$ cat src/rtl/chicken_turn_controller.sv
// Chicken Cha-Cha-Cha turn controller: latches the board orders on load and runs the
// pick / compare / advance loop. Define CHICKEN_JUMP_EN to let a chicken leap an opponent directly ahead.
module chicken_turn_controller #(
  parameter int EDGE_N      = 24,
  parameter int CENTER_N    = 12,
  parameter int TILE_W      = 4,
  parameter int SHOW_CYCLES = 4,
  parameter int WIN_STEPS   = 24
) (
  input  logic                       clk,
  input  logic                       rst,
  input  logic                       load,
  input  logic [EDGE_N*TILE_W-1:0]   edge_order,
  input  logic [CENTER_N*TILE_W-1:0] center_order,
  input  logic                       pick_valid,
  input  logic [3:0]                 pick_idx,
  output logic                       pick_ready,
  output logic                       pick_err,
  output logic                       result_valid,
  output logic                       result_match,
  output logic                       cur_player,
  output logic [4:0]                 pos_p0,
  output logic [4:0]                 pos_p1,
  output logic [CENTER_N-1:0]        reveal_mask,
  output logic                       game_over,
  output logic                       winner
);

  localparam int CNT_W = (SHOW_CYCLES > 1) ? $clog2(SHOW_CYCLES) : 1;
  localparam logic [4:0] P1_HOME = 5'(EDGE_N / 2);
  localparam logic [CENTER_N-1:0] MASK_ZERO = {CENTER_N{1'b0}};
  localparam logic [CENTER_N-1:0] MASK_ONE  = {{(CENTER_N-1){1'b0}}, 1'b1};

  typedef enum logic [2:0] {S_IDLE, S_READY, S_CHECK, S_SHOW, S_DONE} state_t;

  state_t                     state_r, state_s;
  logic [EDGE_N*TILE_W-1:0]   edge_r, edge_s;
  logic [CENTER_N*TILE_W-1:0] center_r, center_s;
  logic [4:0]                 pos0_r, pos0_s, pos1_r, pos1_s;
  logic [4:0]                 steps0_r, steps0_s, steps1_r, steps1_s;
  logic                       cur_r, cur_s;
  logic [CENTER_N-1:0]        mask_r, mask_s;
  logic [CNT_W-1:0]           cnt_r, cnt_s;
  logic                       ready_r, ready_s, err_r, err_s, rv_r, rv_s, match_r, match_s;
  logic                       over_r, over_s, winner_r, winner_s;

  logic [4:0]          pos_cur_s, steps_cur_s, target_s;
  logic [1:0]          adv_s;
  logic [5:0]          step_sum_s;
  logic                win_s, legal_s;
  logic [CENTER_N-1:0] sel_mask_s;
  logic [TILE_W-1:0]   card_s, tile_s;
`ifdef CHICKEN_JUMP_EN
  logic [4:0]          pos_opp_s;
`endif

  function automatic logic [4:0] pos_inc(input logic [4:0] p, input logic [1:0] n);
    logic [5:0] sum;
    sum = {1'b0, p} + {4'b0000, n};
    if (sum >= 6'(EDGE_N)) begin
      pos_inc = 5'(sum - 6'(EDGE_N));
    end else begin
      pos_inc = sum[4:0];
    end
  endfunction

  // Next-state, board bookkeeping and next output values
  always_comb begin
    state_s = state_r;  edge_s = edge_r;    center_s = center_r;
    pos0_s = pos0_r;    pos1_s = pos1_r;    steps0_s = steps0_r;  steps1_s = steps1_r;
    cur_s = cur_r;      mask_s = mask_r;    cnt_s = cnt_r;        winner_s = winner_r;
    err_s = 1'b0;       rv_s = 1'b0;        match_s = 1'b0;

    pos_cur_s   = cur_r ? pos1_r : pos0_r;
    steps_cur_s = cur_r ? steps1_r : steps0_r;
`ifdef CHICKEN_JUMP_EN
    pos_opp_s = cur_r ? pos0_r : pos1_r;
    if (pos_inc(pos_cur_s, 2'd1) == pos_opp_s) begin
      adv_s = 2'd2;
    end else begin
      adv_s = 2'd1;
    end
`else
    adv_s = 2'd1;
`endif
    target_s   = pos_inc(pos_cur_s, adv_s);
    step_sum_s = {1'b0, steps_cur_s} + {4'b0000, adv_s};
    win_s      = (step_sum_s >= 6'(WIN_STEPS));
    sel_mask_s = MASK_ONE << pick_idx;
    legal_s    = (pick_idx < 4'(CENTER_N)) && ((mask_r & sel_mask_s) == MASK_ZERO);
    card_s     = center_r[pick_idx*TILE_W +: TILE_W];
    tile_s     = edge_r[target_s*TILE_W +: TILE_W];

    if (load) begin
      edge_s = edge_order;  center_s = center_order;
      pos0_s = 5'd0;        pos1_s = P1_HOME;
      steps0_s = 5'd0;      steps1_s = 5'd0;
      cur_s = 1'b0;         mask_s = MASK_ZERO;  winner_s = 1'b0;
      state_s = S_READY;
    end else begin
      case (state_r)
        S_IDLE: state_s = S_IDLE;
        S_READY: begin
          if (pick_valid && ready_r) begin
            if (legal_s) begin
              // Match is decided at the handshake so result_match is a clean register in CHECK
              mask_s  = mask_r | sel_mask_s;
              rv_s    = 1'b1;
              match_s = (card_s == tile_s);
              state_s = S_CHECK;
            end else begin
              err_s = 1'b1;
            end
          end else begin
            state_s = S_READY;
          end
        end
        S_CHECK: begin
          if (match_r) begin
            if (cur_r) begin
              pos1_s   = target_s;
              steps1_s = win_s ? 5'(WIN_STEPS) : step_sum_s[4:0];
            end else begin
              pos0_s   = target_s;
              steps0_s = win_s ? 5'(WIN_STEPS) : step_sum_s[4:0];
            end
            if (win_s) begin
              winner_s = cur_r;
              state_s  = S_DONE;
            end else if (&mask_r) begin
              mask_s  = MASK_ZERO;
              cur_s   = ~cur_r;
              state_s = S_READY;
            end else begin
              state_s = S_READY;
            end
          end else begin
            cnt_s   = CNT_W'(SHOW_CYCLES - 1);
            state_s = S_SHOW;
          end
        end
        S_SHOW: begin
          if (cnt_r == {CNT_W{1'b0}}) begin
            mask_s  = MASK_ZERO;
            cur_s   = ~cur_r;
            state_s = S_READY;
          end else begin
            cnt_s = cnt_r - CNT_W'(1);
          end
        end
        S_DONE:  state_s = S_DONE;
        default: state_s = S_IDLE;
      endcase
    end

    ready_s = (state_s == S_READY);
    over_s  = (state_s == S_DONE);
  end

  // State and registered outputs
  always_ff @(posedge clk or posedge rst) begin
    if (rst) begin
      state_r <= S_IDLE;   edge_r <= '0;       center_r <= '0;
      pos0_r <= 5'd0;      pos1_r <= P1_HOME;  steps0_r <= 5'd0;  steps1_r <= 5'd0;
      cur_r <= 1'b0;       mask_r <= MASK_ZERO; cnt_r <= {CNT_W{1'b0}};
      ready_r <= 1'b0;     err_r <= 1'b0;      rv_r <= 1'b0;      match_r <= 1'b0;
      over_r <= 1'b0;      winner_r <= 1'b0;
    end else begin
      state_r <= state_s;  edge_r <= edge_s;   center_r <= center_s;
      pos0_r <= pos0_s;    pos1_r <= pos1_s;   steps0_r <= steps0_s;  steps1_r <= steps1_s;
      cur_r <= cur_s;      mask_r <= mask_s;   cnt_r <= cnt_s;
      ready_r <= ready_s;  err_r <= err_s;     rv_r <= rv_s;      match_r <= match_s;
      over_r <= over_s;    winner_r <= winner_s;
    end
  end

  assign pick_ready   = ready_r;
  assign pick_err     = err_r;
  assign result_valid = rv_r;
  assign result_match = match_r;
  assign cur_player   = cur_r;
  assign pos_p0       = pos0_r;
  assign pos_p1       = pos1_r;
  assign reveal_mask  = mask_r;
  assign game_over    = over_r;
  assign winner       = winner_r;

endmodule

$ cat config.mk
export PLATFORM = sky130hd
export DESIGN_NAME = chicken_turn_controller
export DESIGN_NICKNAME = d
export VERILOG_FILES = /design/src/rtl/chicken_turn_controller.sv
export SDC_FILE = /design/constraint.sdc
export NUM_CORES = 1
export LEC_CHECK = 0
export CAP_MARGIN = 5
export CORE_MARGIN = 8
export CORE_UTILIZATION = 50
export CTS_BUF_LIST = sky130_fd_sc_hd__clkbuf_16
export DETAILED_ROUTE_END_ITERATION = 6
export GPL_TIMING_DRIVEN = 0
export PLACE_DENSITY = 0.89
export SLEW_MARGIN = 20
export SYNTH_ARGS = -nofsm -noshare
export SYNTH_HDL_FRONTEND = slang
export SYNTH_SLANG_ARGS = --single-unit
$ cat constraint.sdc
create_clock -name clk -period 15.92 [get_ports clk]
set_input_delay 3.184 -clock clk [delete_from_list [all_inputs] [get_ports clk]]
set_output_delay 3.184 -clock clk [all_outputs]
set_load 0.05 [all_outputs]
== After elaboration in Yosys (flattened, before gate mapping) ==
Cells that the tools add are included.

* Register bits: 188
* Word-level logic and storage cells: 124

* Add/subtract/negate cells: 4
* $lt $le $gt $ge: 3
* Eq/ne operators: 16
* Shifts and indexed selects: 3
* Muxes and demuxes: 60
* Bitwise logic cells: 4
* Reductions and logical operators: 18

{| class="wikitable"
|+ Operators with widths
! kind !! count
|-
| two-way mux 5 bit || 20
|-
| variable part select 96 x 8 -> 4 bit || 1
|-
| two-way mux 12 bit || 7
|-
| variable part select 48 x 7 -> 4 bit || 1
|-
| case mux 12 bit (3 select lines) || 1
|-
| two-way mux 1 bit || 21
|-
| two-way mux 3 bit || 6
|-
| inequality test 3 bit, second input constant || 6
|-
| adder 5 x 1 -> 6 bit, second input constant || 2
|-
| AND 12 bit || 1
|-
| greater-or-equal comparator 6 x 5 -> 1 bit, second input constant || 2
|-
| logical NOT 12 bit || 1
|-
| OR 12 bit || 1
|-
| case mux 3 bit (4 select lines) || 1
|-
| AND reduction 12 bit || 1
|-
| left shift 1 x 4 -> 12 bit, first input constant || 1
|-
| nonzero test 2 bit || 5
|-
| AND reduction 3 bit || 3
|-
| AND reduction 7 bit || 1
|-
| == test 3 x 1 -> 1 bit, second input constant || 2
|-
| == test 3 x 2 -> 1 bit, second input constant || 2
|-
| == test 3 bit, second input constant || 2
|-
| inequality test 2 bit, second input constant || 3
|-
| AND reduction 5 bit || 1
|-
| other kinds (13) || 16
|}

== Longest topological paths before layout ==
Gate-level depths: netlist of the first run.

* Depth after elaboration: 10
* Depth in mapped cells: 14
* Gate-level depth less buffers: 11

== Least setup slack after synthesis of the first run ==
OpenSTA, ideal clock, no wires.

* Path type: input -> register
* Start point: input port pick_idx[2]
* End point: register cur_r, in the netlist cur_player
* Setup time: 0.127 ns
* Arrival time: 4.861 ns
* Required time: 15.793 ns
* Path slack: 10.931 ns
* Stages: 8
* Cell sequence: buf_2 -> nand3b_1 -> and4b_1 -> a31oi_1 -> a221o_1 -> o31ai_4 -> o211a_4 -> mux2_1

{| class="wikitable"
|+ RTL lines
! what !! RTL line !! text
|-
| start, declared || 16 || <nowiki>input logic [3:0] pick_idx,</nowiki>
|-
| end signal, assigned || 171 || <nowiki>cur_r <= cur_s; mask_r <= mask_s; cnt_r <= cnt_s;</nowiki>
|-
| end, declared || 41 || <nowiki>logic cur_r, cur_s;</nowiki>
|}

==> results of run 1 <==
==> cell type report <==
| type | instances | area (µm²) | share of cell area [%] |
|---|---|---|---|
| Antenna cell | 1 | 2.502 | 0.02137 |
| Buffer | 41 | 221.5 | 1.891 |
| Clock buffer | 17 | 425.4 | 3.633 |
| Clock inverter | 15 | 145.1 | 1.239 |
| Inverter | 6 | 30.03 | 0.2564 |
| Multi-Input combinational cell | 416 | 4063 | 34.69 |
| Sequential cell | 188 | 4707 | 40.20 |
| Tap cell | 229 | 286.5 | 2.447 |
| Timing Repair Buffer | 181 | 1829 | 15.62 |
==> final timing paths <==
check                                       start  slack (ns)                        to  cells after the start
setup / recovery                      pick_idx[3]       10.58    cur_player$_DFFE_PP0P_                      8
hold / removal              edge_r[3]$_DFFE_PP0P_        0.50     edge_r[3]$_DFFE_PP0P_                      1
setup reg to reg           cur_player$_DFFE_PP0P_       11.75    result_match$_DFF_PP0_                     14
hold reg to reg             edge_r[3]$_DFFE_PP0P_        0.50     edge_r[3]$_DFFE_PP0P_                      1
max in group asynchronous                     rst       11.79  center_r[42]$_DFFE_PP0P_                      3
min in group asynchronous                     rst        3.27    edge_r[86]$_DFFE_PP0P_                      2
==> metrics by stage <==
| step | total power, mW | worst slack [ns] | cells | util [%] | area [µm²] |
|---|---|---|---|---|---|
| finish | 1.206 | 10.58 | 1094 | 65.64 | 11710 |
| global route | 1.253 | 10.43 | 1094 | 65.64 | 11710 |
| CTS | 1.215 | 10.61 | 1093 | 65.62 | 11710 |
| detailed placement | 0.8007 | 10.17 | 1061 | 62.42 | 11140 |
| global placement | 0.7920 | 5.287 | 1060 | 62.23 | 11100 |
| floorplan | 0.7086 | 7.626 | 651 | - | 9014 |
==> cell usage in the layout (no fill, tap or decap), types with 3 or more instances in the layout <==
| master | count |
|---|---|
| a21oi_1 | 23 |
| ha_1 | 5 |
| nor2b_1 | 8 |
| nand2b_1 | 3 |
| nor2_1 | 51 |
| buf_4 | 3 |
| buf_2 | 7 |
| buf_6 | 4 |
| a211oi_1 | 3 |
| or3_1 | 3 |
| clkbuf_16 | 17 |
| clkinv_1 | 3 |
| mux4_2 | 31 |
| nand4_1 | 4 |
| mux2i_1 | 23 |
| a21o_1 | 3 |
| a22o_1 | 3 |
| nand3b_1 | 4 |
| mux2_2 | 150 |
| inv_6 | 4 |
| clkdlybuf4s50_1 | 180 |
| dfrtp_1 | 186 |
| and3_1 | 4 |
| nand2_1 | 15 |
| a41oi_1 | 12 |
| mux4_1 | 5 |
| xnor2_1 | 7 |
| inv_1 | 5 |
| o21ai_1 | 3 |
| clkbuf_1 | 25 |
| nand3_1 | 12 |
| a31oi_1 | 5 |
| nor4_1 | 6 |
==> sequential cells by signal (all words and copies together) (netlist names) <==
name and flops:
cnt_r 2, result_valid 1, game_over 1, pick_err 1, edge_r 96, center_r 48, pick_ready 1, state_r 3
pos_p1 5, result_match 1, pos_p0 5, winner 1, steps0_r 5, steps1_r 5, cur_player 1, reveal_mask 12
==> critical path, stage by stage <==
cell             delay (ns)
clkdlybuf4s50_1        0.56
nor2b_1                0.21
buf_2                  0.19
a32o_1                 0.28
a221o_1                0.39
o31ai_4                0.28
o211a_4                0.24
mux2_1                 0.31
==> metal layers <==
| layer | up-vias | global-route usage (%) | share of wire [%] |
|---|---|---|---|
| li1 | 2828 | - | - |
| met1 | 3200 | 26.06 | 41 |
| met2 | 187 | 35.54 | 50 |
| met3 | 21 | 7.093 | 7.7 |
| met4 | 2 | 4.348 | 1.1 |
| met5 | - | 0 | 0.057 |
==> power by group <==
group / leakage [nW] / internal, mW / switching (mW)
clock: 0.282 / 0.231 / 0.184
combinational: 2.21 / 0.134 / 0.114
sequential: 2.28 / 0.519 / 0.0237
total: 4.77 / 0.884 / 0.322
==> logic make-up after synthesis <==
family,after synthesis,share of synthesized area (%)
AOI/OAI and AO/OA,68,5.553
adders and majority gates,5,0.6941
xor gates and xnor gates,9,0.9579
buffers and inverters,47,2.707
DFF,188,52.22
muxes,212,31.04
and+or+nand+nor,122,6.830
==> qor.yml, run 1 <==
crit_type: "input port to register"
ys_warn_count: 0
hold_viol_final: 0
dieHeight_um: 150.3
clk_latency_ns: 0.43
clockBufferDepth: 2
antenna_found_initial: 2
numCtsBuffers: 17
via_count: 6238
synth_edf_count: 0
finalSetupViolCount: 0
clock.fmax_mhz: 187.3
post-route-period-util_pct: 33.54
holdWs_ns: 0.4996
syn_area_mm2: 0.009014
postRouteWirelength_um: 22700
synth_area_per_cell_um2: 13.85
max-cap-violations: 0
drtIter0Drc: 273
irDropWorstVdd_uv: 81.37
p_leak_nw: 4.770
syn_inst: 651
finalClockSkew_ns: 0.009573
grt_max_degree: 106
initial_utilization_pct: 50.52
root_buffer: "clkbuf_16"
worst_pin_slew_ns: 0.7560
io_buffers: 180
critical_path_arrival_ns: 5.66
grt_util_all_layers_pct: 21.13
num_rows: 49
cp_max_fo: 10
final_max_slew_viol_count: 0
drc: 0
finalSetupTns_ns: 0
start_kind: "input port"
synth_common_cells: "186 x dfrtp_1, 150 x mux2_2, 51 x nor2_1, 31 x mux4_2, 25 x clkbuf_1"
core_area_mm2: 0.01784
yosysUniqueCellTypes: 63
viasPerCell: 5.702
yosys.area.top_type_share_pct: 51.64
htree_levels: 4
grt_overflow: 0
grt_pass1_vias: 6831
ys_seq_area_share_pct: 52.22
grt_pass1_wl_um: 37090
hpwl_um: 17350
async_reset_ff_share_pct: 100.0
first_pass_iters: 5
gp_congestion: 0.8585
synth-main-ff-cell: "dfrtp_1"
synthTopCellsByArea: "dfrtp_1 52%, mux2_2 19%, mux4_2 7.7%, mux2i_1 2.6%, nor2_1 2.1%"
synth-seq-cells: 188
nets: 1008
rsz0062_at_grt: "false"
pin_count: 181
ant_nets: 0
powerDensity_mw_per_mm2: 103.0
postCtsSetupRepairBufs: 0
end_kind: "register"
syn_to_final_growth_pct: 29.91
die-area_mm2: 0.02258
cts_tree: "done"
synth_nets: 808
status: "complete, no violations"
fillers: 1295
cts_resized: 0
die_w_um: 150.3
cts.clk_slew.worst_paths_ns: 0.07
drive_gt1_share_pct: 28.01
synth.most_common_cell: "dfrtp_1"
period_needed_ns: 5.340
slew-limit-headroom_pct: 49.60
post-synth-top-area-cell: "dfrtp_1"
required_ns: 16.24
ctsHoldBuffers: 0
hp-class: "register to register"
clock-sinks: 188
wl_per_cell_um: 20.74
No activity file was read; power rests on OpenSTA's default activity.
==> run 2: changes to the inputs <==
clock period = 5.4 ns   (was 15.92 ns; I/O delays follow)
==> qor.yml, run 2 (synthesis results as in run 1) <==
cts.clk_slew.worst_paths_ns: 0.07
final_max_slew_viol_count: 0
grt_pass1_wl_um: 37140
start_kind: "register"
multi_input_area_mm2: 0.004063
grt_pass1_vias: 6917
die-area_mm2: 0.02258
first_pass_iters: 5
fin_ws_ns: 1.268
clk_latency_ns: 0.43
finalClockSkew_ns: 0.006724
via_count: 6331
ff_latch_area_mm2: 0.004707
drive_gt1_share_pct: 28.88
core_area_mm2: 0.01784
clock.fmax_mhz: 242.0
drtIter0Drc: 324
die_w_um: 150.3
drc: 0
clockBufferDepth: 2
p_leak_nw: 4.816
numCtsBuffers: 17
rrSetupSlack_ns: 1.27
postLayoutCoreUtil_pct: 66.26
io_buffers: 180
htree_levels: 4
wl_per_cell_um: 21.32
required_ns: 5.75
slew-limit-headroom_pct: 49.63
hp-class: "register to register"
final_common_cell: "dfrtp_1"
finalPower_mw: 3.563
postCtsSetupRepairBufs: 0
max_flop_register: "edge_r"
ctsHoldBuffers: 0
critical_path_arrival_ns: 4.49
crit_type: "register to register"
end_kind: "register"
fillers: 1267
cts_tree: "done"
largest_reg_flops: 96
grt_overflow: 0
grt_max_degree: 36
cts_resized: 0
postRouteWirelength_um: 23450
viasPerCell: 5.755
nets: 1013
post-route-period-util_pct: 76.53
initial_utilization_pct: 50.52
hpwl_um: 18240
grt_util_all_layers_pct: 21.52
place_ws_ns: 1.305
num_rows: 49
antenna_found_initial: 2
final_cell_mix: "186 x dfrtp_1, 180 x clkdlybuf4s50_1, 150 x mux2_2"
pin_count: 181
max-cap-violations: 0
gp_congestion: 0.8615
holdWs_ns: 0.5038
powerDensity_mw_per_mm2: 301.4
clock-sinks: 188
dieHeight_um: 150.3
period_needed_ns: 4.132
cp_max_fo: 10
finalSetupViolCount: 0
status: "complete, no violations"
hold_viol_final: 0
irDropWorstVdd_uv: 264.1
rsz0062_at_grt: "false"
finalSetupTns_ns: 0
root_buffer: "clkbuf_16"
ant_nets: 0
worst_pin_slew_ns: 0.7556
syn_to_final_growth_pct: 31.15
run 2: cell types whose count changed in the layout (fill, tap and decap cells not counted), moves of 2 or more:
cell       previous run  this run
buf_12                1         5
bufinv_16             2         0
clkinv_1              3         0
clkinv_8              0         2
inv_8                 1         5
run 2: path summary, 6_finish.rpt:
| kind | from | to | cells after the start |
|---|---|---|---|
| worst max-delay path | cur_player$_DFFE_PP0P_ | result_match$_DFF_PP0_ | 14 |
| worst min-delay path | edge_r[59]$_DFFE_PP0P_ | edge_r[59]$_DFFE_PP0P_ | 1 |
| worst max register to register | cur_player$_DFFE_PP0P_ | result_match$_DFF_PP0_ | 14 |
| worst min register to register | edge_r[59]$_DFFE_PP0P_ | edge_r[59]$_DFFE_PP0P_ | 1 |
| max in group asynchronous | rst | steps1_r[2]$_DFFE_PP0P_ | 5 |
| min in group asynchronous | rst | edge_r[93]$_DFFE_PP0P_ | 2 |
run 2: area by class of cell:
cell class	count	share of cell area, %
well taps	229	2.424
clock buffers	17	3.599
inverters	6	0.2223
diodes	2	0.04234
multi-input cells	416	34.37
clock inverters	15	1.270
plain buffers	41	1.873
repair buffers	186	16.38
flip-flops and latches	188	39.82
run 2: where the power goes:
part,internal (mW),switching (mW)
clock network,0.617,0.593
logic,0.403,0.345
registers,1.53,0.0745
run 2: metal layers:
| layer | up-vias | GRT usage (%) | part of all wire [%] | routed length [µm] |
|---|---|---|---|---|
| li1 | 2835 | - | - | - |
| met1 | 3203 | 25.76 | 39 | 9030 |
| met2 | 250 | 35.20 | 51 | 11910 |
| met3 | 43 | 7.124 | 8.2 | 1924 |
| met4 | 0 | 8.796 | 2.5 | 584 |
| met5 | - | 0 | 0 | 0 |
run 2: stage by stage:
step / instances / cell area, µm²
2_1_floorplan: 651 / 9017
3_5_place_dp: 1066 / 11240
3_3_place_gp: 1060 / 11110
6_report: 1100 / 11820
4_1_cts: 1098 / 11820
5_1_grt: 1100 / 11820
run 2: critical path, stage by stage (launching register included):
cell      delay, ns
dfrtp_1        0.40
buf_6          0.16
mux2i_4        0.49
buf_6          0.25
inv_1          0.08
ha_1           0.27
clkbuf_2       0.25
clkbuf_1       0.61
mux4_2         0.43
mux2i_1        0.22
nand3_1        0.10
a31oi_1        0.33
xnor2_1        0.17
nand3_1        0.10
nor3b_2        0.17
